**src/rtl/gcd_seq_pkg.sv**
```systemverilog
// gcd_seq_pkg: shared state type and sizing helpers for gcd_job_sequencer.
// Timeout logic is compiled in only with GCD_SEQ_TIMEOUT_EN.
package gcd_seq_pkg;

  typedef enum logic [1:0] {
    S_IDLE,
    S_LOAD,
    S_RUN,
    S_DONE
  } state_t;

  localparam int GCD_WIDTH = 8;

  // run counter only needs to reach TIMEOUT_CYCLES-1
  function automatic int cnt_width(input int cycles);
    return (cycles < 2) ? 1 : $clog2(cycles);
  endfunction

endpackage

```
**src/rtl/gcd_seq_fifo.sv**
```systemverilog
// gcd_seq_fifo: operand-pair FIFO, power-of-two depth,
// wrap-around pointers and registered occupancy.
module gcd_seq_fifo #(
  parameter int WIDTH = 8,
  parameter int DEPTH = 4
) (
  input  logic               clk,
  input  logic               rst_n,
  input  logic               push,
  input  logic               pop,
  input  logic [2*WIDTH-1:0] wdata,
  output logic [2*WIDTH-1:0] rdata,
  output logic               full,
  output logic               empty
);

  localparam int AW = (DEPTH > 1) ? $clog2(DEPTH) : 1;

  logic [2*WIDTH-1:0] mem [DEPTH];
  logic [AW-1:0]      wp;
  logic [AW-1:0]      rp;
  logic [AW:0]        cnt;
  logic               wr;
  logic               rd;

  assign full  = (cnt == DEPTH[AW:0]);
  assign empty = (cnt == '0);
  assign wr    = push && !full;
  assign rd    = pop && !empty;
  assign rdata = mem[rp];

  always_ff @(posedge clk) begin
    if (wr) mem[wp] <= wdata;
  end

  always_ff @(posedge clk or negedge rst_n) begin
    if (!rst_n) begin
      wp  <= '0;
      rp  <= '0;
      cnt <= '0;
    end else begin
      if (wr) wp <= wp + 1'b1;
      if (rd) rp <= rp + 1'b1;
      case ({wr, rd})
        2'b10:   cnt <= cnt + 1'b1;
        2'b01:   cnt <= cnt - 1'b1;
        default: cnt <= cnt;
      endcase
    end
  end

endmodule

```
**src/rtl/gcd_job_sequencer.sv**
```systemverilog
// gcd_job_sequencer: queues operand pairs and drives the GCD core.
// Optional RUN timeout: define GCD_SEQ_TIMEOUT_EN.
module gcd_job_sequencer
  import gcd_seq_pkg::*;
#(
  parameter int WIDTH          = GCD_WIDTH,
  parameter int DEPTH          = 4,
  parameter int TIMEOUT_CYCLES = 64
) (
  input  logic             _clock,
  input  logic             _reset,
  input  logic             _in_valid,
  output logic             _in_ready,
  input  logic [WIDTH-1:0] _in_num0,
  input  logic [WIDTH-1:0] _in_num1,
  output logic             _gcd_restart,
  output logic [WIDTH-1:0] _gcd_num0,
  output logic [WIDTH-1:0] _gcd_num1,
  input  logic [WIDTH-1:0] _gcd_greatest,
  input  logic             _gcd_success,
  output logic             _out_valid,
  input  logic             _out_ready,
  output logic [WIDTH-1:0] _out_greatest,
  output logic             _out_timeout
);

  if (DEPTH < 2 || (DEPTH & (DEPTH - 1)) != 0) begin : g_bad_depth
    $error("DEPTH must be a power of two >= 2");
  end
  if (TIMEOUT_CYCLES < 1) begin : g_bad_tmo
    $error("TIMEOUT_CYCLES must be positive");
  end

  state_t             state;
  state_t             nxt;
  logic [2*WIDTH-1:0] rdata;
  logic [WIDTH-1:0]   f0;
  logic [WIDTH-1:0]   f1;
  logic               full;
  logic               empty;
  logic               pop;
  logic               ld;
  logic               byp;
  logic               cap;
  logic               restart_q;

  assign {f0, f1}     = rdata;
  assign _in_ready    = !full;
  assign _out_valid   = (state == S_DONE);
  assign _gcd_restart = restart_q;

  gcd_seq_fifo #(
    .WIDTH (WIDTH),
    .DEPTH (DEPTH)
  ) u_fifo (
    .clk   (_clock),
    .rst_n (_reset),
    .push  (_in_valid),
    .pop   (pop),
    .wdata ({_in_num0, _in_num1}),
    .rdata (rdata),
    .full  (full),
    .empty (empty)
  );

`ifdef GCD_SEQ_TIMEOUT_EN
  localparam int CW = cnt_width(TIMEOUT_CYCLES);

  logic [CW-1:0] cnt;
  logic          tmo;
  logic          tmo_q;

  assign _out_timeout = tmo_q;

  always_ff @(posedge _clock or negedge _reset) begin
    if (!_reset) cnt <= '0;
    else if (state == S_LOAD) cnt <= '0;
    else if (state == S_RUN) cnt <= cnt + 1'b1;
  end
`else
  assign _out_timeout = 1'b0;
`endif

  always_ff @(posedge _clock or negedge _reset) begin
    if (!_reset) state <= S_IDLE;
    else state <= nxt;
  end

  always_comb begin
    nxt = state;
    pop = 1'b0;
    ld  = 1'b0;
    byp = 1'b0;
    cap = 1'b0;
`ifdef GCD_SEQ_TIMEOUT_EN
    tmo = 1'b0;
`endif
    unique case (state)
      S_IDLE: begin
        if (!empty) begin
          pop = 1'b1;
          // gcd with a zero operand is just the other operand
          if (f0 == '0 || f1 == '0) begin
            byp = 1'b1;
            nxt = S_DONE;
          end else begin
            ld  = 1'b1;
            nxt = S_LOAD;
          end
        end
      end
      S_LOAD: nxt = S_RUN;
      S_RUN: begin
        if (_gcd_success) begin
          cap = 1'b1;
          nxt = S_DONE;
        end
`ifdef GCD_SEQ_TIMEOUT_EN
        else if (cnt == CW'(TIMEOUT_CYCLES - 1)) begin
          tmo = 1'b1;
          nxt = S_DONE;
        end
`endif
      end
      S_DONE: begin
        if (_out_ready) nxt = S_IDLE;
      end
      default: nxt = S_IDLE;
    endcase
  end

  always_ff @(posedge _clock or negedge _reset) begin
    if (!_reset) begin
      restart_q     <= 1'b1;
      _gcd_num0     <= '0;
      _gcd_num1     <= '0;
      _out_greatest <= '0;
`ifdef GCD_SEQ_TIMEOUT_EN
      tmo_q         <= 1'b0;
`endif
    end else begin
      restart_q <= (nxt == S_LOAD);
      if (ld) begin
        _gcd_num0 <= f0;
        _gcd_num1 <= f1;
      end
      if (byp) _out_greatest <= f0 | f1;
      if (cap) _out_greatest <= _gcd_greatest;
`ifdef GCD_SEQ_TIMEOUT_EN
      if (byp || cap) tmo_q <= 1'b0;
      if (tmo) begin
        _out_greatest <= '0;
        tmo_q         <= 1'b1;
      end
`endif
    end
  end

endmodule
```
**config.mk**
```make
export PLATFORM = sky130hd
export DESIGN_NAME = gcd_job_sequencer
export DESIGN_NICKNAME = d
export VERILOG_FILES = /design/src/rtl/gcd_seq_pkg.sv /design/src/rtl/gcd_seq_fifo.sv /design/src/rtl/gcd_job_sequencer.sv
export SDC_FILE = /design/constraint.sdc
export NUM_CORES = 1
export LEC_CHECK = 0
export CORE_ASPECT_RATIO = 1.2
export CORE_MARGIN = 2
export CORE_UTILIZATION = 58
export CTS_BUF_LIST = sky130_fd_sc_hd__clkbuf_16
export DETAILED_ROUTE_END_ITERATION = 10
export GPL_ROUTABILITY_DRIVEN = 0
export HOLD_SLACK_MARGIN = 0.06
export PLACE_DENSITY_LB_ADDON = 0.3
export SYNTH_ARGS = -nofsm -noshare
export SYNTH_HDL_FRONTEND = slang
export SYNTH_SLANG_ARGS = --single-unit
```
**constraint.sdc**
```tcl
create_clock -name _clock -period 5.43 [get_ports _clock]
set_input_delay 1.086 -clock _clock [delete_from_list [all_inputs] [get_ports _clock]]
set_output_delay 1.086 -clock _clock [all_outputs]
set_load 0.02 [all_outputs]
```
== Word-level counts from Yosys, hierarchy flattened ==
Memory sizes are Yosys's and may differ from the RTL's.
Index checks and enable logic that the tools add are counted.

* Flip-flop bits (word level): 34
* Latch bits: 0
* RAM bits: 64
* Memory bits (read-only): 0
* Bits of input ports: 29
* Output and inout bits: 28
* Logic and storage cells: 52
* Memories: 1

{| class="wikitable"
|+ Memory list
! name !! words !! bits a word !! rd ports !! clocked after Yosys merged registers in !! wr ports !! RTL line !! source
|-
| u_fifo.mem || 4 || 16 || 1 || 0 || 1 || gcd_seq_fifo.sv:19 || <nowiki>logic [2*WIDTH-1:0] mem [DEPTH];</nowiki>
|}

* $add $sub $neg: 4
* Multipliers: 0
* Div/mod/pow operators: 0
* Magnitude comparators: 0
* Equality and inequality tests: 7
* Shift-type cells: 0
* Multiplexer cells: 20
* Bitwise operators: 1
* Reductions and logical operators: 11

{| class="wikitable"
|+ Operators with widths
! operator !! number
|-
| 8-bit logical NOT || 2
|-
| 8-bit 2-to-1 mux || 2
|-
| 1-bit 2-to-1 mux || 12
|-
| 2-bit 2-to-1 mux || 4
|-
| 8-bit OR || 1
|-
| 2-bit one-hot mux with 4 select lines || 1
|-
| 2-bit by 1-bit equality test with 1-bit output (second input constant) || 3
|-
| 2-bit equality test (second input constant) || 3
|-
| 3-bit one-hot mux with 2 select lines || 1
|-
| 2-bit by 1-bit adder with 2-bit output (second input constant) || 2
|-
| 2-bit nonzero test || 2
|-
| 3-bit by 1-bit adder with 3-bit output (second input constant) || 1
|-
| 3-bit equality test (second input constant) || 1
|-
| 3-bit logical NOT || 1
|-
| 3-bit by 1-bit subtractor with 3-bit output (second input constant) || 1
|-
| 1-bit logical AND || 2
|-
| 1-bit logical NOT || 2
|-
| 2-bit logical NOT || 1
|-
| 1-bit logical OR || 1
|}

== Longest topological paths before layout ==
An unclocked memory read counts as a cell.

* Depth after elaboration: 8
* Mapped depth: 10
* Mapped depth without buffers: 10

== Cells and area by module ==
Synthesis repeated with hierarchy kept, for this count alone.

* Cells, all modules: 225
* Area total of the unflattened synthesis: 4057.6 um2

{| class="wikitable"
|+ By module, submodules not included
! module !! instances !! cells an instance !! area an instance (um2)
|-
| gcd_seq_fifo || 1 || 121 || 2775.2
|-
| gcd_job_sequencer || 1 || 104 || 1282.5
|}

== Worst setup path after synthesis ==
OpenSTA, ideal clock, no wires.

* Kind: input to register
* Start: input _in_valid
* End: register u_fifo.cnt[2]
* Setup time: 79 ps
* Arrival: 2250 ps
* Path slack: 3101 ps
* Cell stages on the path: 8
* Path through: and2_1 -> inv_1 -> ha_1 -> inv_1 -> fa_1 -> xor2_1 -> nor2_1 -> xor2_1

* Longest elaborated chain between the ends: 3

{| class="wikitable"
|+ RTL lines
! what !! RTL line !! source
|-
| start: declaration || gcd_job_sequencer.sv:12 || <nowiki>input logic _in_valid,</nowiki>
|-
| 1-bit logical AND (*) || gcd_seq_fifo.sv:28 || <nowiki>assign wr = push && !full;</nowiki>
|-
| 2-bit by 1-bit equality test with 1-bit output / 2-bit equality test (equally long branches) || gcd_seq_fifo.sv:44 || <nowiki>case ({wr, rd})</nowiki>
|-
| 3-bit one-hot mux with 2 select lines / 2-bit nonzero test (equally long branches) || n/a ||
|-
| end signal: assignment || gcd_seq_fifo.sv:45 || <nowiki>2'b10: cnt <= cnt + 1'b1;</nowiki>
|-
| end signal: assignment || gcd_seq_fifo.sv:46 || <nowiki>2'b01: cnt <= cnt - 1'b1;</nowiki>
|-
| end signal: assignment || gcd_seq_fifo.sv:47 || <nowiki>default: cnt <= cnt;</nowiki>
|-
| end: declaration || gcd_seq_fifo.sv:22 || <nowiki>logic [AW:0] cnt;</nowiki>
|}

Every way passes the cells marked *; elsewhere a longest branch is shown, timed or not.
A chain may end at the register's enable or synchronous reset.

== Worst setup path in the final report ==
* Start: register u_fifo.rp[0]
* End: register _out_greatest[2]

* Longest elaborated chain between the ends: 7

{| class="wikitable"
|+ RTL lines
! what !! RTL line !! source
|-
| start: declaration || gcd_seq_fifo.sv:21 || <nowiki>logic [AW-1:0] rp;</nowiki>
|-
| start signal: assignment || gcd_seq_fifo.sv:43 || <nowiki>if (rd) rp <= rp + 1'b1;</nowiki>
|-
| memory read 4 x 16 bit (*) || n/a ||
|-
| 8-bit logical NOT || gcd_job_sequencer.sv:103 || <nowiki>if (f0 == '0 || f1 == '0) begin</nowiki>
|-
| 1-bit logical OR || gcd_job_sequencer.sv:103 ||
|-
| 1-bit 2-to-1 mux || gcd_job_sequencer.sv:103 ||
|-
| 1-bit 2-to-1 mux || gcd_job_sequencer.sv:100 || <nowiki>if (!empty) begin</nowiki>
|-
| 1-bit 2-to-1 mux || gcd_job_sequencer.sv:98 || <nowiki>unique case (state)</nowiki>
|-
| 2-bit nonzero test (no line) || n/a ||
|-
| end signal: assignment || gcd_job_sequencer.sv:147 || <nowiki>if (byp) _out_greatest <= f0 | f1;</nowiki>
|-
| end signal: assignment || gcd_job_sequencer.sv:148 || <nowiki>if (cap) _out_greatest <= _gcd_greatest;</nowiki>
|-
| end: declaration || gcd_job_sequencer.sv:23 || <nowiki>output logic [WIDTH-1:0] _out_greatest,</nowiki>
|}

Every way passes the cells marked *; elsewhere a longest branch is shown, timed or not. The select of a mux whose other input is x is not followed.

==> out/summary.txt <==
Die area - 0.00756 mm^2
Detailed Routing Iterations Pass 1 - 5
VDD IR max - 266 uV
Setup violators final - 0
IO buf count - 55
Yosys cell types - 33
Sw Ratio - 33.3%
Vias/cell - 5.63
Congestion Overflow GR - 0
Clk_lat worst skew - 0.34 ns
P_leak - 1.78 nW
Type of origin of the critical path - flop
Syn. warnings - 0
CTS hold repair buffers - 0
Share of cells above drive strength 1 - 17.4%
Final nets - 312
Final cycle utilization of the critical path - 58.4%
Core Footprint - 0.00673 mm^2
Commonest cells after routing, fill and taps aside - 64 x edfxtp_1, 55 x clkdlybuf4s50_1, 33 x dfrtp_1, 16 x mux2_2, 11 x nand2_1
Outcome - complete, no violations
Post-CTS setup buffers - 0
Antenna violations before repair - 0
Minimum clock period - 3.17 ns
Slew headroom - 34.9%
Post-Synthesis Cells - 219
Post-Syn Area - 0.00399 mm^2
Chip width - 79.7 um
Worst-Margin Slew - 0.977 ns
Tot Pwr - 0.00275 W
Critical path class - reg2reg
PD cells - 568 mW/mm^2
Number of clock buffers inserted by TritonCTS - 9
Vias post-DR - 2078
Vias in the first global route - 2062
Area Growth Syn to Fin - 21.4%
Leading cell type in the layout, fill and taps excluded - edfxtp_1
Endpoints failing hold - 0
CP Capture Type - flop
Detailed Route WL - 7090 um
Number of I/O pins - 57
Post-DP HPWL - 4650 um
Max-cap violations - 0
Unrepaired setup endpoints after global routing - no
WL/cell - 19.2 um
Switch Pwr - 0.000917 W
Remaining antenna violation count - 0
Inst Count DP - 353
Worst hold path type - reg2reg
Setup TNS - 0 ns
Data required, critical path - 5.63 ns
Gate power share - 35.1%
Drc violations - 0
Largest net degree at the start of global routing - 35
Clock tree buffer depth - 2
CTS tree - built
Fin. max-slew vios - 0
Sequential share of the synthesized area - 69.5%
Clock share of power - 21.8%
Register share of total power - 43.1%
Final std cells w/o fill - 369
Die Y-Extent - 94.9 um
Htree depth - 3
Clock transition at path regs - 0.07 ns
Worst setup margin - 2.26 ns
Ant. Diodes - 0
Max FO, Critical Path - 18
Row Count - 33
Internal cell power - 0.00184 W
Place WS - 2.19 ns
CTS resizes - 0
Initial DRC count - 119
Post-Syn Nets - 254
Total track usage - 20.8%
Clock skew - 0.00688 ns
Clock Sinks - 98
Maximum clock frequency - 0.315 GHz
Post-synthesis register bit count - 98
Mapped Avg Cell Area - 18.2 um^2
Global-route wire length before repair - 11200 um
Starting Density - 59.3%
CTS Root Cell - clkbuf_16
Worst EP arrival - 3.38 ns
routing by layer:
layer | up-vias | track usage [%] | share of wire (%)
met5 | - | 0 | 0
met4 | 0 | 7.76 | 1.2
met3 | 7 | 4.97 | 4.2
met2 | 52 | 34.2 | 52
met1 | 1064 | 27.0 | 43
li1 | 955 | - | -
logic make-up after synthesis:
kind of cell,Yosys count,synth area share (%)
buffers and inverters,18,3.26
other,1,0.0940
flip-flops,98,69.5
AO/OA/AOI/OAI,13,2.63
adder cells (fa/ha/maj),6,2.07
XOR/XNOR,6,1.32
multiplexers,33,14.5
AND/OR/NAND/NOR,44,6.58
power by group through the flow:
stage               clock, W  combinational (W)  sequential, W
global route        0.000647            0.00104        0.00122
global placement           0           0.000955        0.00119
CTS                 0.000609           0.000979        0.00119
floorplan                  0           0.000592        0.00124
finish              0.000599           0.000967        0.00119
detailed placement         0           0.000972        0.00120
final cells by class:
type | instances | area, um^2
clock buffers | 9 | 225
clock inverters | 7 | 58.8
fillers | 422 | 1880
inverters | 9 | 33.8
multi-input cells | 103 | 1090
flip-flops and latches | 98 | 2770
well taps | 87 | 109
repair buffers | 56 | 558
state kept, by name (all words and copies together) (netlist names):
register / count
_out_greatest: 8
u_fifo.wp: 2
u_fifo.mem: 64
u_fifo.rp: 2
_gcd_num0: 8
_gcd_restart: 1
_gcd_num1: 8
state: 2
u_fifo.cnt: 3
final timing paths:
check	from	endpoint	slack, ns	depth (start not counted)
max in group asynchronous	_reset	_gcd_restart$_DFF_PN1_	3.93	2
min reg2reg	u_fifo.cnt[0]$_DFFE_PN0P_	u_fifo.cnt[0]$_DFFE_PN0P_	0.51	1
max	u_fifo.rp[0]$_DFFE_PN0P_	_out_greatest[2]$_DFFE_PN0P_	2.26	6
max reg2reg	u_fifo.rp[0]$_DFFE_PN0P_	_out_greatest[2]$_DFFE_PN0P_	2.26	6
min in group asynchronous	_reset	u_fifo.cnt[1]$_DFFE_PN0P_	1.15	2
min	u_fifo.cnt[0]$_DFFE_PN0P_	u_fifo.cnt[0]$_DFFE_PN0P_	0.51	1
through the flow:
step	utilization [%]	cell area (um^2)	hold slack (ns)
6_report	72.0	4850	0.506
5_1_grt	72.0	4850	0.518
4_1_cts	72.0	4850	0.501
3_5_place_dp	67.8	4560	0.492
3_3_place_gp	67.8	4560	0.486
2_1_floorplan	-	3990	0.466
worst max-delay path, cell delays in order, from the launching register on:
cell and delay (ns):
dfrtp_1 0.99, mux4_1 0.77, nor4_2 0.29, nand2_1 0.16, a21oi_4 0.38, nor3b_1 0.34
o31ai_1 0.10
cells in the mapped netlist (all sizes together):
master | count | area share, %
and3b | 1 | 0.22
ha | 5 | 1.6
a21oi | 1 | 0.41
buf | 5 | 1.5
edfxtp | 64 | 48
mux4 | 16 | 9.8
nor2 | 10 | 0.94
xnor2 | 4 | 0.88
mux2i | 1 | 0.25
mux2 | 16 | 4.5
a211o | 1 | 0.22
and2 | 2 | 0.31
nor3b | 8 | 1.5
clkbuf | 4 | 0.88
inv | 9 | 0.85
o21ai | 1 | 0.13
dfstp | 1 | 0.66
nand2 | 12 | 1.2
dfrtp | 33 | 21
nor4 | 4 | 1.3
o31ai | 9 | 1.7
fa | 1 | 0.50
xor2 | 2 | 0.44
conb | 1 | 0.094
o21bai | 1 | 0.19
and3 | 5 | 0.78
nand3 | 2 | 0.38
Note: power is estimated with default switching activity, not from simulation.
